**src/rtl/ps2_pkg.sv**
```systemverilog
// Shared constants and read-FSM encoding for the PS/2 scan-code controller.
package ps2_pkg;

  localparam logic [7:0] PS2_EXT  = 8'hE0;
  localparam logic [7:0] PS2_BRK  = 8'hF0;
  localparam logic [7:0] PS2_ERR0 = 8'h00;
  localparam logic [7:0] PS2_ERR1 = 8'hFF;

  typedef enum logic [1:0] {
    S_IDLE = 2'd0,
    S_POP  = 2'd1,
    S_GAP  = 2'd2
  } rd_state_t;

  function automatic logic is_err_code(input logic [7:0] b);
    return (b == PS2_ERR0) || (b == PS2_ERR1);
  endfunction

endpackage

```
**src/rtl/ps2_scan_ctrl_if.sv**
```systemverilog
// Receiver-FIFO side of the scan controller: head byte, status and pop strobe.
interface ps2_scan_ctrl_if;
  logic       ready;
  logic [7:0] data;
  logic       overflow;
  logic       nextdata_n;

  modport master (input ready, input data, input overflow, output nextdata_n);
  modport slave  (output ready, output data, output overflow, input nextdata_n);
endinterface

```
**src/rtl/ps2_scan_ctrl.sv**
```systemverilog
// Pops bytes from the PS/2 receiver FIFO and turns E0/F0-prefixed scan codes
// into make events, held-key tracking and a press counter.
//
// state  | meaning
// S_IDLE | wait for ready, latch FIFO head into rx_byte
// S_POP  | nextdata_n low; rx_byte parsed on the exit edge
// S_GAP  | let receiver ready/data settle after the pop
module ps2_scan_ctrl
  import ps2_pkg::*;
#(
  parameter int CNT_W = 8
) (
  input  logic             clk,
  input  logic             rst,
  ps2_scan_ctrl_if.master  fifo,
  output logic [7:0]       key_code,
  output logic             key_ext,
  output logic             key_held,
  output logic             key_valid,
  output logic [CNT_W-1:0] press_cnt,
  output logic             err,
  input  logic             clr_err
);

  rd_state_t        state, state_nx;
  logic [7:0]       rx_byte, rx_byte_nx;
  logic             ext_pend, ext_pend_nx;
  logic             brk_pend, brk_pend_nx;
  logic [7:0]       key_code_nx;
  logic             key_ext_nx, key_held_nx, key_valid_nx, err_nx;
  logic [CNT_W-1:0] press_cnt_nx;
  logic             same_key;

  // Pop strobe is a pure state decode so an async reset releases it at once.
  assign fifo.nextdata_n = (state != S_POP);

  always_ff @(posedge clk or posedge rst) begin
    if (rst) begin
      state     <= S_IDLE;
      rx_byte   <= 8'h00;
      ext_pend  <= 1'b0;
      brk_pend  <= 1'b0;
      key_code  <= 8'h00;
      key_ext   <= 1'b0;
      key_held  <= 1'b0;
      key_valid <= 1'b0;
      press_cnt <= '0;
      err       <= 1'b0;
    end else begin
      state     <= state_nx;
      rx_byte   <= rx_byte_nx;
      ext_pend  <= ext_pend_nx;
      brk_pend  <= brk_pend_nx;
      key_code  <= key_code_nx;
      key_ext   <= key_ext_nx;
      key_held  <= key_held_nx;
      key_valid <= key_valid_nx;
      press_cnt <= press_cnt_nx;
      err       <= err_nx;
    end
  end

  always_comb begin
    state_nx     = state;
    rx_byte_nx   = rx_byte;
    ext_pend_nx  = ext_pend;
    brk_pend_nx  = brk_pend;
    key_code_nx  = key_code;
    key_ext_nx   = key_ext;
    key_held_nx  = key_held;
    key_valid_nx = 1'b0;
    press_cnt_nx = press_cnt;
    err_nx       = err & ~clr_err;
    same_key     = (rx_byte == key_code) && (ext_pend == key_ext);

    case (state)
      S_IDLE: begin
        if (fifo.ready) begin
          rx_byte_nx = fifo.data;
          state_nx   = S_POP;
        end
      end
      S_POP: begin
        state_nx = S_GAP;
        if (rx_byte == PS2_EXT) begin
          ext_pend_nx = 1'b1;
        end else if (rx_byte == PS2_BRK) begin
          brk_pend_nx = 1'b1;
        end else begin
          ext_pend_nx = 1'b0;
          brk_pend_nx = 1'b0;
          if (is_err_code(rx_byte)) begin
            err_nx = 1'b1;
          end else if (brk_pend) begin
            if (same_key) key_held_nx = 1'b0;
          end else if (!(key_held && same_key)) begin
            // Typematic repeats of the held key fall through without an event.
            key_code_nx  = rx_byte;
            key_ext_nx   = ext_pend;
            key_held_nx  = 1'b1;
            key_valid_nx = 1'b1;
            press_cnt_nx = press_cnt + CNT_W'(1);
          end
        end
      end
      S_GAP:   state_nx = S_IDLE;
      default: state_nx = S_IDLE;
    endcase

    if (fifo.overflow) err_nx = 1'b1;
  end

endmodule

```
**src/flat_wrapper.sv**
```systemverilog
// flat-port wrapper written by rule: the top's interface ports become plain ports
module ps2_scan_ctrl_flat import ps2_pkg::*;
#(
  parameter int CNT_W = 8
)
  (clk, rst, key_code, key_ext, key_held, key_valid, press_cnt, err, clr_err, fifo_ready, fifo_data, fifo_overflow, fifo_nextdata_n);
  ps2_scan_ctrl_if fifo_i ();
  input  logic clk;
  input  logic rst;
  output logic [7:0] key_code;
  output logic key_ext;
  output logic key_held;
  output logic key_valid;
  output logic [CNT_W-1:0] press_cnt;
  output logic err;
  input  logic clr_err;
  input wire logic [$bits(fifo_i.ready)-1:0] fifo_ready;
  input wire logic [$bits(fifo_i.data)-1:0] fifo_data;
  input wire logic [$bits(fifo_i.overflow)-1:0] fifo_overflow;
  output wire logic [$bits(fifo_i.nextdata_n)-1:0] fifo_nextdata_n;
  assign fifo_i.ready = fifo_ready;
  assign fifo_i.data = fifo_data;
  assign fifo_i.overflow = fifo_overflow;
  assign fifo_nextdata_n = fifo_i.nextdata_n;
  ps2_scan_ctrl #(.CNT_W(CNT_W)) u_core (.clk(clk), .rst(rst), .fifo(fifo_i), .key_code(key_code), .key_ext(key_ext), .key_held(key_held), .key_valid(key_valid), .press_cnt(press_cnt), .err(err), .clr_err(clr_err));
endmodule
```
**config.mk**
```make
export PLATFORM = sky130hd
export DESIGN_NAME = ps2_scan_ctrl_flat
export DESIGN_NICKNAME = d
export VERILOG_FILES = /design/src/rtl/ps2_pkg.sv /design/src/rtl/ps2_scan_ctrl_if.sv /design/src/rtl/ps2_scan_ctrl.sv /design/src/flat_wrapper.sv
export SDC_FILE = /design/constraint.sdc
export NUM_CORES = 1
export LEC_CHECK = 0
export CAP_MARGIN = 20
export CORE_MARGIN = 3
export CORE_UTILIZATION = 47
export DETAILED_ROUTE_END_ITERATION = 12
export HOLD_SLACK_MARGIN = 0.15
export PLACE_DENSITY = 0.81
export SETUP_SLACK_MARGIN = 0.15
export SKIP_LAST_GASP = 1
export SLEW_MARGIN = 40
export SYNTH_ARGS = -nofsm -noshare
export SYNTH_HDL_FRONTEND = slang
export SYNTH_SLANG_ARGS = --single-unit
export TNS_END_PERCENT = 30
```
**constraint.sdc**
```tcl
create_clock -name clk -period 5.7 [get_ports clk]
set_input_delay 1.14 -clock clk [delete_from_list [all_inputs] [get_ports clk]]
set_output_delay 1.14 -clock clk [all_outputs]
set_load 0.03 [all_outputs]
```
-- Word level (Yosys, flattened, before mapping)
Index checks and enable logic that the tools add are counted.
- $add $sub $neg: 1
- multiplexer cells: 19
- reductions and logical operators: 10
- bitwise logic cells: 7
- eq/ne operators: 11
- operators with widths (kind ; count):
    8-bit equality test, second input constant ; 3
    1-bit 2-to-1 mux ; 17
    6-bit AND reduction ; 2
    8-bit by 1-bit adder with 8-bit output, second input constant ; 1
    8-bit equality test ; 1
    8-bit logical NOT ; 1
    2-bit by 1-bit != test with 1-bit output, second input constant ; 3
    1-bit NOT ; 6
    2-bit AND reduction ; 3
    2-bit != test, second input constant ; 2
    2-bit one-hot mux with 2 select lines ; 1
    2-bit by 1-bit equality test with 1-bit output, second input constant ; 1
    1-bit logical AND ; 2
    2-bit logical NOT ; 1
    2-bit 2-to-1 mux ; 1
    1-bit bitwise AND ; 1
    1-bit equality test ; 1
    1-bit logical OR ; 1
- input bits: 13
- output and inout port bits: 21
- logic and storage cells: 58
- register bits after elaboration: 32

-- Longest topological paths before layout
- depth after elaboration: 9
- depth in mapped cells: 8
- mapped depth without buffers: 5

-- Least setup slack after synthesis
OpenSTA, ideal clock, no wires.
- kind: input to register
- start point: input port fifo_ready
- end point: register u_core.rx_byte[0]
- arrival time: 1.962 ns
- path slack: 3.613 ns
- setup time: 0.125 ns
- data required time: 5.575 ns
- cell stages on the path: 3
- buffers on the path: 1
- path through: nor3b_1 -> clkbuf_1 -> mux2_2
- longest elaborated chain between the ends: 1
- RTL lines (what ; RTL line ; text):
    start, declared ; flat_wrapper.sv:17 ; input wire logic [$bits(fifo_i.ready)-1:0] fifo_ready;
    2-bit AND reduction (no source line) ; - ;
    end signal, assigned ; ps2_scan_ctrl.sv:51 ; rx_byte <= rx_byte_nx;
    end, declared ; ps2_scan_ctrl.sv:26 ; logic [7:0] rx_byte, rx_byte_nx;
No other way between the ends.
A chain may end at the register's enable or synchronous reset.

-- Final worst setup path
- start point: register u_core.state[0]
- end point: output port fifo_nextdata_n
- longest elaborated chain between the ends: 1
- RTL lines (what ; RTL line ; text):
    start, declared ; ps2_scan_ctrl.sv:25 ; rd_state_t state, state_nx;
    start signal, assigned ; ps2_scan_ctrl.sv:50 ; state <= state_nx;
    2-bit by 1-bit != test with 1-bit output ; ps2_scan_ctrl.sv:35 ; assign fifo.nextdata_n = (state != S_POP);
    end, declared ; flat_wrapper.sv:20 ; output wire logic [$bits(fifo_i.nextdata_n)-1:0] fifo_nextdata_n;
No other way between the ends.

==> metrics <==
CTS Hold Buffers Added=0; final net count=167; Hold EP=u_core.press_cnt[7]; Hold Path Depth=1; cells along the critical path=nand2b_1, clkdlybuf4s50_1; Die Width=62.7 µm; Placer Congestion=0.800; area leader, netlist=dfrtp_1; clk slew on worst S/H paths=90 ps; antenna fix cells=0; Max VDD drop=0.294 mV; placed wire-length estimate=2.05 mm; Starting Density=52.0%; full die area=3930 µm²; post-route cell area=1920 µm²; TritonCTS clock tree=yes; final-layout fill cell count=242; Crit. End Element=output port; R2R depth=5; Worst setup startpoint=u_core.state[0]; Core Area=2900 µm²; Largest stage delay, worst path=710 ps; Max Root-Sink Buffers=2; setup TNS=0 ps; RSZ-0062 raised after global routing=false; CP Max Fanout=6; hold crit path type=register to register; Final Hold Viols=0; number of setup violations in the final report=0; Vias/cell=5.17; Mean Syn Cell Area=12.9 µm²; Worst Path Arrival=1630 ps; total clock sinks=32; slowest CP cell=clkdlybuf4s50_1; Final min period=2770 ps; Synth Warn #=0; Syn Std Cell Area=1510 µm²; Worst Skew=4.96 ps; via count=1009; WS Path Type=register to output port; R2R Setup Slk=3400 ps; Non-Filler Instances=195; vias in the first global route=1078; first-pass GRT wire length=4.93 mm; P&R area growth vs syn=26.9%; ratio of cells with drive above 1 in the final layout=20.9%; Synth cell types=26; post-layout util=66.0%; post-CTS resize count=0; post-synthesis sequential area ratio=53.1%; Max Freq=0.361 GHz; status=finished clean; DP Area=1850 µm²; WP data required=4560 ps; Post-Syn Nets=131; DRC=0; grt ovf=0; Worst slew margin=49.8%; Yosys reg bits=32; H-tree Lvls=2; crit path buf inv count=1; Inst Count DP=188; port buffer count=33; min-delay src=u_core.press_cnt[7]; clock root cell=clkbuf_4; RR Endpoint=u_core.key_code[1]; Worst Tran Pin Value=750 ps; largest net degree at the start of global routing=33; clk_lat worst skew=320 ps; Tot GR Track Use=16.1%; site row count=19; Pwr Density=487 nW/µm²; Max Cap Viol=0; wire per inst=13.9 µm; drt total wl=2.70 mm; Pins Over Slew Limit=0; initial antenna violation count=0; Final ANT Viol Nets=0; initial DRC count=30; Die Y=62.7 µm; Top delay family on crit path=buffers and inverters; TritonCTS Buffers=5; Worst Setup Start Kind=register; Post-CTS Setup Bufs=0; period utilization=48.6%; Leakage=0.846 nW; largest cells by area after synthesis=dfrtp_1, xor2_1, mux2_4; TritonRoute pass-1 iters=4; Mapped Cells=117; I/O Pins=34; Yosys top cell area share=53.1%; Reg-to-Reg Start=u_core.rx_byte[2]
## kinds of logic after synthesis
kind of cell / after synthesis / share of synthesized area [%]
buf+inv: 7 / 3.81
flops: 32 / 53.1
compound gates: 10 / 3.65
simple gates: 33 / 13.9
mux: 18 / 15.4
fa+ha+maj: 1 / 0.829
xor+xnor: 16 / 9.29
## state kept, by name, indices dropped and copies added (netlist names), 2 cells and up
name              cells
u_core.key_code       8
u_core.press_cnt      8
u_core.rx_byte        8
u_core.state          2
## cell usage after synthesis
master,count
mux2_2,10
nor2_4,1
ha_1,1
nand2b_1,2
o41ai_1,1
clkbuf_1,1
mux2_4,8
and3_2,1
nor3b_1,1
nand2_1,4
dfrtp_1,32
nor3_4,1
buf_6,2
nor2_1,6
nand4_1,3
nor3_1,5
inv_1,3
o21ai_0,3
nor4_2,2
a31oi_1,1
a21oi_1,5
buf_12,1
xor2_1,16
and3_1,2
nor4_1,3
and4_1,2
## routing by layer
layer / part of all wire [%] / track usage (%) / up-vias / wire [µm]
li1: - / - / 482 / -
met1: 42 / 18.8 / 494 / 1130
met2: 49 / 26.5 / 26 / 1340
met3: 6.1 / 4.68 / 7 / 165
met4: 2.6 / 9.09 / 0 / 70
met5: 0 / 0 / - / 0
## metrics by stage
step	power [mW]	setup slack, ps	hold WS [ps]
floorplan	0.654	3610	476
global placement	0.789	2640	455
detailed placement	0.803	3000	464
CTS	0.944	2900	480
global route	0.993	2850	513
finish	0.933	2930	475
## worst max-delay path by stage
stage,cells past startpoint,slack [ps],end
final,2,2930,fifo_nextdata_n
after CTS,2,2900,fifo_nextdata_n
after floorplan,3,3610,u_core.rx_byte[0]
after global placement,3,2640,u_core.rx_byte[1]
after detailed placement,3,3000,u_core.rx_byte[5]
after global routing,2,2850,fifo_nextdata_n
## cell type report
cell class	instances	area (µm²)	area share (%)
clock buffer	7	65.1	3.40
inverter	3	11.3	0.588
multi-input combinational	78	656	34.2
sequential	32	801	41.8
tap	42	52.6	2.74
timing repair buffer	33	330	17.2
## power breakdown
part	switching, mW	total (mW)	internal [mW]
registers	0.0854	0.386	0.300
clock network	0.0695	0.139	0.0698
logic	0.206	0.408	0.202
## placed cells by master, fill, tap and decap left out, types with 2 or more instances in the layout
cell type / n
clkbuf_4: 5
inv_1: 2
clkdlybuf4s50_1: 33
a21oi_1: 5
nor4_2: 2
nand4_1: 3
dfrtp_1: 32
nor4_1: 3
nand2b_1: 2
o21ai_0: 3
nor2_1: 6
xor2_1: 16
nor3_1: 5
mux2_4: 8
nand2_1: 4
and3_1: 2
clkbuf_8: 2
and4_1: 2
mux2_2: 10
Note: power is estimated with default switching activity, not from simulation.
